## src/rtl/program_loader.sv

```systemverilog
// Instruction-memory loader: assembles a byte stream into instructions,
// writes them to RAM and gates the CPU reset on a good checksum.
module program_loader #(
  parameter int ADDR_W  = 8,
  parameter int INSTR_W = 24
) (
  input  logic               CLK,
  input  logic               reset,
  input  logic               load_start,
  input  logic [7:0]         rx_data,
  input  logic               rx_valid,
  output logic               rx_ready,
  output logic               mem_we,
  output logic [ADDR_W-1:0]  mem_addr,
  output logic [INSTR_W-1:0] mem_wdata,
  output logic               cpu_reset,
  output logic               busy,
  output logic               done,
  output logic               error
);

  localparam int BYTES = INSTR_W / 8;
  localparam int BC_W  = (BYTES > 1) ? $clog2(BYTES) : 1;
  localparam int CNT_W = ADDR_W + 1;

  typedef enum logic [2:0] {
    IDLE, COUNT, BYTE, WRITE, CHECK, DONE, ERR
  } state_t;

  state_t             state, nxt;
  logic [CNT_W-1:0]   n;
  logic [CNT_W-1:0]   idx;
  logic [BC_W-1:0]    bcnt;
  logic [7:0]         sum;
  logic [INSTR_W-1:0] asm_q;
  logic               xfer;
  logic               last_byte;
  logic               last_word;
  logic [7:0]         chk_sum;

  assign xfer      = rx_valid & rx_ready;
  assign last_byte = (bcnt == BC_W'(BYTES - 1));
  assign last_word = (idx == n - CNT_W'(1));
  assign chk_sum   = sum + rx_data;

  always_ff @(posedge CLK) begin
    if (reset) state <= IDLE;
    else       state <= nxt;
  end

  always_comb begin
    nxt = state;
    unique case (state)
      IDLE, DONE, ERR:
        if (load_start) nxt = COUNT;
      COUNT:
        if (xfer) nxt = BYTE;
      BYTE:
        if (xfer && last_byte) nxt = WRITE;
      WRITE:
        nxt = last_word ? CHECK : BYTE;
      CHECK:
        if (xfer) nxt = (chk_sum == 8'h00) ? DONE : ERR;
      default:
        nxt = IDLE;
    endcase
  end

  // A count byte of zero stands for a full memory of 2**ADDR_W words.
  always_ff @(posedge CLK) begin
    if (reset) begin
      n     <= '0;
      idx   <= '0;
      bcnt  <= '0;
      sum   <= '0;
      asm_q <= '0;
    end else begin
      unique case (state)
        IDLE, DONE, ERR: begin
          if (load_start) begin
            n     <= '0;
            idx   <= '0;
            bcnt  <= '0;
            sum   <= '0;
            asm_q <= '0;
          end
        end
        COUNT: begin
          if (xfer) begin
            n   <= (rx_data == 8'h00) ? CNT_W'(1 << ADDR_W)
                                      : CNT_W'(rx_data);
            sum <= sum + rx_data;
          end
        end
        BYTE: begin
          if (xfer) begin
            asm_q <= (asm_q << 8) | INSTR_W'(rx_data);
            sum   <= sum + rx_data;
            bcnt  <= last_byte ? '0 : bcnt + BC_W'(1);
          end
        end
        WRITE:
          idx <= idx + CNT_W'(1);
        default: ;
      endcase
    end
  end

  assign rx_ready  = (state == COUNT) || (state == BYTE) ||
                     (state == CHECK);
  assign mem_we    = (state == WRITE);
  assign mem_addr  = idx[ADDR_W-1:0];
  assign mem_wdata = asm_q;
  assign busy      = (state == COUNT) || (state == BYTE) ||
                     (state == WRITE) || (state == CHECK);
  assign done      = (state == DONE);
  assign error     = (state == ERR);
  assign cpu_reset = (state != DONE);

endmodule
```

## config.mk

```make
export PLATFORM = sky130hd
export DESIGN_NAME = program_loader
export DESIGN_NICKNAME = d
export VERILOG_FILES = /design/src/rtl/program_loader.sv
export SDC_FILE = /design/constraint.sdc
export NUM_CORES = 1
export LEC_CHECK = 0
export ABC_CLOCK_PERIOD_IN_PS = 3150
export CORE_AREA = 2 2 73 75
export CTS_BUF_LIST = sky130_fd_sc_hd__clkbuf_8 sky130_fd_sc_hd__clkbuf_16
export DETAILED_ROUTE_END_ITERATION = 8
export DIE_AREA = 0 0 75 77
export DONT_BUFFER_PORTS = 1
export GPL_TIMING_DRIVEN = 0
export PLACE_DENSITY = 0.75
export SLEW_MARGIN = 15
export SYNTH_ARGS = -nofsm -noshare
export SYNTH_HDL_FRONTEND = slang
export SYNTH_SLANG_ARGS = --single-unit
```

## constraint.sdc

```tcl
create_clock -name CLK -period 3.15 [get_ports CLK]
set_input_delay 0.4725 -clock CLK [delete_from_list [all_inputs] [get_ports CLK]]
set_output_delay 0.4725 -clock CLK [all_outputs]
set_load 0.05 [all_outputs]
```

# After elaboration in Yosys (flattened, before gate mapping)
# Index checks and enable logic that the tools add are counted.
op_classes:
  add_sub_neg: 4
  eq_ne: 15
  n_mux: 22
  bitwise: 2
  reduce_logical: 19
op_table:
  columns: ["cell", "n"]
  rows:
  - ["2-to-1 mux 24 bit", 2]
  - ["case mux 24 bit (2 select lines)", 1]
  - ["case mux 9 bit (2 select lines)", 2]
  - ["2-to-1 mux 9 bit", 3]
  - ["bitwise OR 24 x 8 -> 24 bit", 1]
  - ["logical NOT 8 bit", 2]
  - ["2-to-1 mux 8 bit", 2]
  - ["case mux 8 bit (2 select lines)", 1]
  - ["2-to-1 mux 3 bit", 5]
  - ["case mux 3 bit (5 select lines)", 1]
  - ["!= test 2 bit (second input constant)", 5]
  - ["adder 9 x 1 -> 9 bit (second input constant)", 1]
  - ["equality test 3 bit (second input constant)", 3]
  - ["equality test 9 bit", 1]
  - ["AND reduction 3 bit", 3]
  - ["subtractor 9 x 1 -> 9 bit (second input constant)", 1]
  - ["adder 8 bit", 1]
  - ["2-to-1 mux 2 bit", 4]
  - ["nonzero test 2 bit", 4]
  - ["equality test 3 x 2 -> 1 bit (second input constant)", 2]
  - ["logical OR 1 bit", 4]
  - ["case mux 2 bit (2 select lines)", 1]
  - ["AND reduction 4 bit", 1]
  - ["equality test 3 x 1 -> 1 bit (second input constant)", 1]
  - ["10 further kinds", 10]
totals:
  ff_bits: 55
  in_bits: 12
  output_inout_bits: 38
  word_cells: 68

# Longest topological paths before layout
# Gate-level depths: netlist of run 1.
logic_depth:
  ltp_word: 7
  mapped_depth: 9
  depth_no_buf: 8

# Worst setup path before layout of run 1
# No wires, ideal clock.
synth_path:
  kind: "input-to-reg"
  startpoint: "input port rx_data[0]"
  endpoint: "register state[0]"
  setup_time_ns: 0.060
  arrival_ns: 2.411
  required_ns: 3.090
  setup_slack_ns: 0.680
  path_stages: 7
  n_path_buf: 0
  path_cell_list: "ha_1 -> fa_1 -> xor2_1 -> or3_1 -> or4_1 -> o31ai_2 -> and3b_1"
synth_via:
  elab_chain_len: 5
synth_lines:
  columns: ["item", "line_no", "text"]
  rows:
  - ["start, declared", "10", "input logic [7:0] rx_data,"]
  - ["adder 8 bit", "44", "assign chk_sum = sum + rx_data;"]
  - ["logical NOT 8 bit", "63", "if (xfer) nxt = (chk_sum == 8'h00) ? DONE : ERR;"]
  - ["2-to-1 mux 2 bit", "63", null]
  - ["2-to-1 mux 3 bit", "63", null]
  - ["case mux 3 bit (5 select lines)", "53", "unique case (state)"]
  - ["end signal, assigned", "48", "else state <= nxt;"]
  - ["end, declared", "30", "state_t state, nxt;"]
# No other way between the ends. The select of a mux whose other input is x is not followed.
# A chain may end at the register's enable or synchronous reset.

# Final worst setup path of run 1
layout_path:
  startpoint: "register state[0]"
  endpoint: "output port busy"
layout_via:
  elab_chain_len: 4
  elab_cells_between_ends: 7
  cone_classes: "4 x eq/ne; 3 x reduce/logical"
layout_lines:
  columns: ["item", "line_no", "text"]
  rows:
  - ["equality test 3 x 1 -> 1 bit / equality test 3 x 2 -> 1 bit (equally long branches)", "114", "assign busy = (state == COUNT) || (state == BYTE) ||"]
  - ["logical OR 1 bit (2 in series)", "114", null]
  - ["logical OR 1 bit *", "115", "(state == WRITE) || (state == CHECK);"]
  - ["end, declared", "17", "output logic busy,"]
# Every way passes the cells marked *; elsewhere a longest branch is shown, timed or not.

==> results of run 1 <==
[metal layers]
metal / vias up / routed length, um / global-route usage, %
met3: 8 / 401 / 5.650
met1: 1270 / 3119 / 33.66
met5: - / 0 / 0
li1: 1356 / - / -
met2: 70 / 3407 / 41.93
met4: 0 / 85 / 6.964
[metrics by stage]
stage / cells / cell area, um^2
floorplan: 383 / 3015
global route: 461 / 3199
detailed placement: 453 / 3103
global placement: 453 / 3103
CTS: 461 / 3199
finish: 461 / 3199
[worst max-delay path: stages, from the launching register on]
cell and delay (ps):
dfxtp_1 390, inv_1 150, nor3_1 450, o21bai_1 530, nand2b_1 530
[layout make-up]
class / instances / area (um^2)
Fill cell: 471 / 1778
Multi-Input combinational cell: 284 / 1705
Sequential cell: 55 / 1101
Buffer: 35 / 175.2
Tap cell: 70 / 87.58
Clock buffer: 5 / 68.82
Inverter: 9 / 33.78
Clock inverter: 3 / 27.53
[worst max path at each step]
stage	from	endpoint
detailed placement	rx_data[0]	state[0]
global placement	rx_data[0]	state[0]
global route	state[0]	busy
CTS	state[0]	busy
finish	state[0]	busy
floorplan	rx_data[0]	state[0]
[cells in the final DEF, fill, tap and decap left out, types with 4 or more instances in the layout]
master	count
clkbuf_8	5
dfxtp_1	55
and2_1	7
mux2i_1	8
buf_2	10
ha_1	9
nand2b_1	4
clkbuf_1	13
a22oi_1	5
a21oi_1	42
a211oi_1	4
o21ai_0	10
nor4_1	6
inv_1	8
nor2_1	39
nor3_1	6
xor2_1	6
a31oi_1	4
nand2_1	45
nand3_1	30
buf_4	8
xnor2_1	13
[report_power, final]
group / internal [uW] / total [uW] / switching, uW / leakage [uW]
sequential: 709 / 727 / 18.2 / 0.000444
clock: 165 / 422 / 256 / 0.0000467
combinational: 90.9 / 263 / 172 / 0.000675
[sequential cells by signal (all words and copies together) (netlist names)]
signal / cells
mem_wdata: 24
bcnt: 2
n: 9
sum: 8
state: 3
idx: 9
[kinds of logic after synthesis]
kind of cell	synth area share (%)
xor+xnor	5.519
simple gates	25.52
fa+ha+maj	4.398
buf+inv	6.929
mux	3.776
compound gates	17.35
flops	36.51
==> results.json, run 1 <==
{
  "ys_ff_latch": 55,
  "grt_pass1_wl_um": 11740,
  "timing.rr.end": "state[0]",
  "clkLatencyLatePin_ps": 310,
  "netlist_top_cells_area": "dfxtp_1, a21oi_1, nand2_1, nand3_1, nor2_1",
  "rows": 26,
  "die_area_um2": 5775,
  "hold_slack_ps": 293.5,
  "path_clk_slew_ps": 110,
  "synth_warnings": 0,
  "cts_setup_buffers": 0,
  "grt_max_degree": 20,
  "reg2regPathDepth": 8,
  "antenna_cells": 0,
  "grt.total_usage_pct": 25.66,
  "cts_root_buffer": "clkbuf_8",
  "die_w_um": 75,
  "tightest_slew_ps": 1024,
  "syn-num-nets": 405,
  "endpoint_kind": "primary output",
  "numCtsBuffers": 5,
  "min_from": "rx_data[3]",
  "place_hpwl_um": 5161,
  "crit_arrival_ps": 2370,
  "hold_viol_final": 0,
  "leakage_uw": 0.001166,
  "drc": 0,
  "hold_depth": 2,
  "grt_pass1_vias": 2576,
  "via_per_inst": 5.866,
  "drt_iter0_drc": 186,
  "peakVddDrop_mv": 0.3722,
  "worst_slack_ps": 304.8,
  "synth_edf_count": 0,
  "max_freq_mhz": 351.5,
  "fin_crit_sh_pct": 90.32,
  "htree_levels": 2,
  "syn_to_final_growth_pct": 6.100,
  "fp.dieH_um": 77,
  "cts_buffer_depth": 2,
  "skew_ps": 10.00,
  "io_pins": 50,
  "drt_first_pass_iters": 4,
  "min_path_type": "input port to flop",
  "vias": 2704,
  "setup_tns_ps": 0,
  "io_buffers": 0,
  "drv_slew": 0,
  "final_net_count": 412,
  "dp_slack_ps": 513.1,
  "critPathMaxFanout": 8,
  "drive_above_1_share_pct": 9.207,
  "routed_wl_um": 7014,
  "synth.most_common_cell": "dfxtp_1",
  "postCtsResizedCells": 0,
  "critPathRequiredTime_ps": 2680,
  "rsz0062_at_grt": "false",
  "synth_ff_type": "dfxtp_1",
  "finalSetupViolations": 0,
  "worstHoldEndpoint": "mem_wdata[3]",
  "cts_tree": "done",
  "place_congestion": 0.8403,
  "async_flop_share_pct": 0,
  "initial_core_util_pct": 60.58,
  "min_period_ps": 2845,
  "synth_top_area_cell": "dfxtp_1",
  "numClockSinks": 55,
  "start_kind": "flop",
  "syn_inst": 383,
  "status": "finished, final reports clean",
  "p_per_area_nw_per_um2": 441.4,
  "ant_nets": 0,
  "synth_top_area_share_pct": 36.51,
  "fp.coreArea_um2": 4977,
  "antenna_found_initial": 0,
  "power.total_uw": 1412,
  "timing.rr.start": "sum[0]",
  "ys_seq_area_share_pct": 36.51,
  "postCtsHoldBufs": 0,
  "synth_area_um2": 3015,
  "reg2reg_slack_ps": 640,
  "final_util_pct": 64.28,
  "slew_headroom_pct": 31.59,
  "critPathKind": "flop to primary output",
  "globalRouteOverflowTotal": 0,
  "synth_area_per_cell_um2": 7.873,
  "max-cap-violations": 0,
  "wl_per_cell_um": 15.21,
  "synth.distinct_cells": 54,
  "synthTopCellsByCount": "dfxtp_1, nand2_1, a21oi_1"
}
Note: power is estimated with default switching activity, not from simulation.
==> inputs of run 2 (changes only) <==
--- a/config.mk
+++ b/config.mk
@@ -6,13 +6,13 @@
 export NUM_CORES = 1
 export LEC_CHECK = 0
 export ABC_CLOCK_PERIOD_IN_PS = 3150
-export CORE_AREA = 2 2 73 75
+export CORE_AREA = 2 2 85 87
 export CTS_BUF_LIST = sky130_fd_sc_hd__clkbuf_8 sky130_fd_sc_hd__clkbuf_16
 export DETAILED_ROUTE_END_ITERATION = 8
-export DIE_AREA = 0 0 75 77
+export DIE_AREA = 0 0 87 89
 export DONT_BUFFER_PORTS = 1
 export GPL_TIMING_DRIVEN = 0
-export PLACE_DENSITY = 0.75
+export PLACE_DENSITY = 0.58
 export SLEW_MARGIN = 15
 export SYNTH_ARGS = -nofsm -noshare
 export SYNTH_HDL_FRONTEND = slang
==> results.json, run 2 (same netlist as run 1, synthesis figures left out) <==
{
  "final_area_um2": 3216,
  "timing.rr.end": "state[0]",
  "initial_core_util_pct": 44.88,
  "start_kind": "flop",
  "min_path_type": "input port to flop",
  "most-common-layout-cells": "dfxtp_1, nand2_1, a21oi_1, nor2_1, nand3_1",
  "rsz0062_at_grt": "false",
  "dp.cells": 463,
  "hold_viol_final": 0,
  "path_cells": "inv_1 > nor3_1 > o21bai_1 > nand2b_1",
  "io_buffers": 0,
  "max-cap-violations": 0,
  "fp.coreArea_um2": 6719,
  "peakVddDrop_mv": 0.2061,
  "syn_to_final_growth_pct": 6.639,
  "cp_slowest_stage_delay_ps": 550,
  "globalRouteOverflowTotal": 0,
  "placed_cell_area_um2": 3115,
  "final_net_count": 412,
  "worstHoldEndpoint": "mem_wdata[5]",
  "antenna_found_initial": 0,
  "place_hpwl_um": 5497,
  "fin_cells": 471,
  "slew_headroom_pct": 28.54,
  "drt_first_pass_iters": 4,
  "layout_commonest_cell": "dfxtp_1",
  "min_period_ps": 2885,
  "cts_buffer_depth": 2,
  "numClockSinks": 55,
  "largest_reg_flops": 24,
  "hold_depth": 2,
  "drv_slew": 0,
  "antenna_cells": 0,
  "cts_tree": "done",
  "grt_pass1_wl_um": 12340,
  "critPathMaxFanout": 8,
  "path_clk_slew_ps": 120,
  "max_freq_mhz": 346.7,
  "vias": 2630,
  "hold_slack_ps": 283.1,
  "fin_crit_sh_pct": 91.58,
  "routed_wl_um": 7470,
  "crit_arrival_ps": 2410,
  "drc": 0,
  "skew_ps": 10.69,
  "ant_nets": 0,
  "wl_per_cell_um": 15.86,
  "drt_iter0_drc": 90,
  "critPathKind": "flop to primary output",
  "slowest_stage": "o21bai_1",
  "min_from": "rx_data[5]",
  "htree_levels": 2,
  "leakage_uw": 0.001172,
  "cts_setup_buffers": 0,
  "place_congestion": 0.8482,
  "grt_max_degree": 21,
  "io_pins": 50,
  "setup_tns_ps": 0,
  "cp_top_family": "simple AND/OR/NAND/NOR gates",
  "numCtsBuffers": 5,
  "drive_above_1_share_pct": 9.207,
  "p_per_area_nw_per_um2": 447.9,
  "grt_pass1_vias": 2494,
  "postCtsHoldBufs": 0,
  "reg2reg_slack_ps": 680,
  "fp.dieH_um": 89,
  "finalSetupViolations": 0,
  "clkLatencyLatePin_ps": 330,
  "tightest_slew_ps": 1070,
  "die_area_um2": 7743,
  "rows": 30,
  "timing.rr.start": "sum[0]",
  "die_w_um": 87,
  "via_per_inst": 5.584,
  "path_buf_inv": 1,
  "critPathRequiredTime_ps": 2680,
  "grt.total_usage_pct": 20.18,
  "status": "finished, final reports clean",
  "postCtsResizedCells": 0,
  "reg2regPathDepth": 8,
  "endpoint_kind": "primary output",
  "cts_root_buffer": "clkbuf_8"
}
## run 2: layer usage
| layer | share of wire, % | GRT usage (%) | wire length [um] |
|---|---|---|---|
| met5 | 0 | 0 | 0 |
| met2 | 47 | 34.35 | 3489 |
| met1 | 46 | 26.12 | 3454 |
| met4 | 0.91 | 3.835 | 68 |
| met3 | 6.1 | 5.171 | 456 |
## run 2: worst register-to-register path, stage by stage, from the launching register on
cell and delay (ps):
dfxtp_1 330, ha_1 220, fa_1 410, a21oi_1 220, nand2b_1 130, a21oi_1 80
or4_1 560, o31ai_2 280, and3b_1 190
## run 2: metrics by stage
step | worst slack, ps | power [uW] | utilization (%)
2_1_floorplan | 679.6 | 950.4 | -
3_3_place_gp | 517.1 | 1005 | 46.37
3_5_place_dp | 513.9 | 1007 | 46.37
4_1_cts | 268.1 | 1452 | 47.86
5_1_grt | 131.0 | 1513 | 47.86
6_report | 265.3 | 1440 | 47.86
## run 2: area by class of cell
cell class / count / area [um^2]
Fill cell: 689 / 3503
Inverter: 9 / 33.78
Tap cell: 80 / 100.1
Sequential cell: 55 / 1101
Buffer: 35 / 175.2
Multi-Input combinational cell: 284 / 1705
Clock buffer: 5 / 68.82
Clock inverter: 3 / 31.28
## run 2: worst max path at each step
stage                           to  slack, ps  startpoint  depth (start not counted)
after CTS                     busy        270    state[0]                          4
after detailed placement  state[1]        510  rx_data[0]                          7
after global routing          busy        130    state[0]                          4
final                         busy        270    state[0]                          4
after floorplan           state[0]        680  rx_data[0]                          7
after global placement    state[1]        520  rx_data[0]                          7
## run 2: power breakdown
group	switching [uW]	total, uW	internal (uW)
Combinational	175	265	90.7
Clock	276	448	172
Sequential	18.1	727	709
Total	469	1440	971
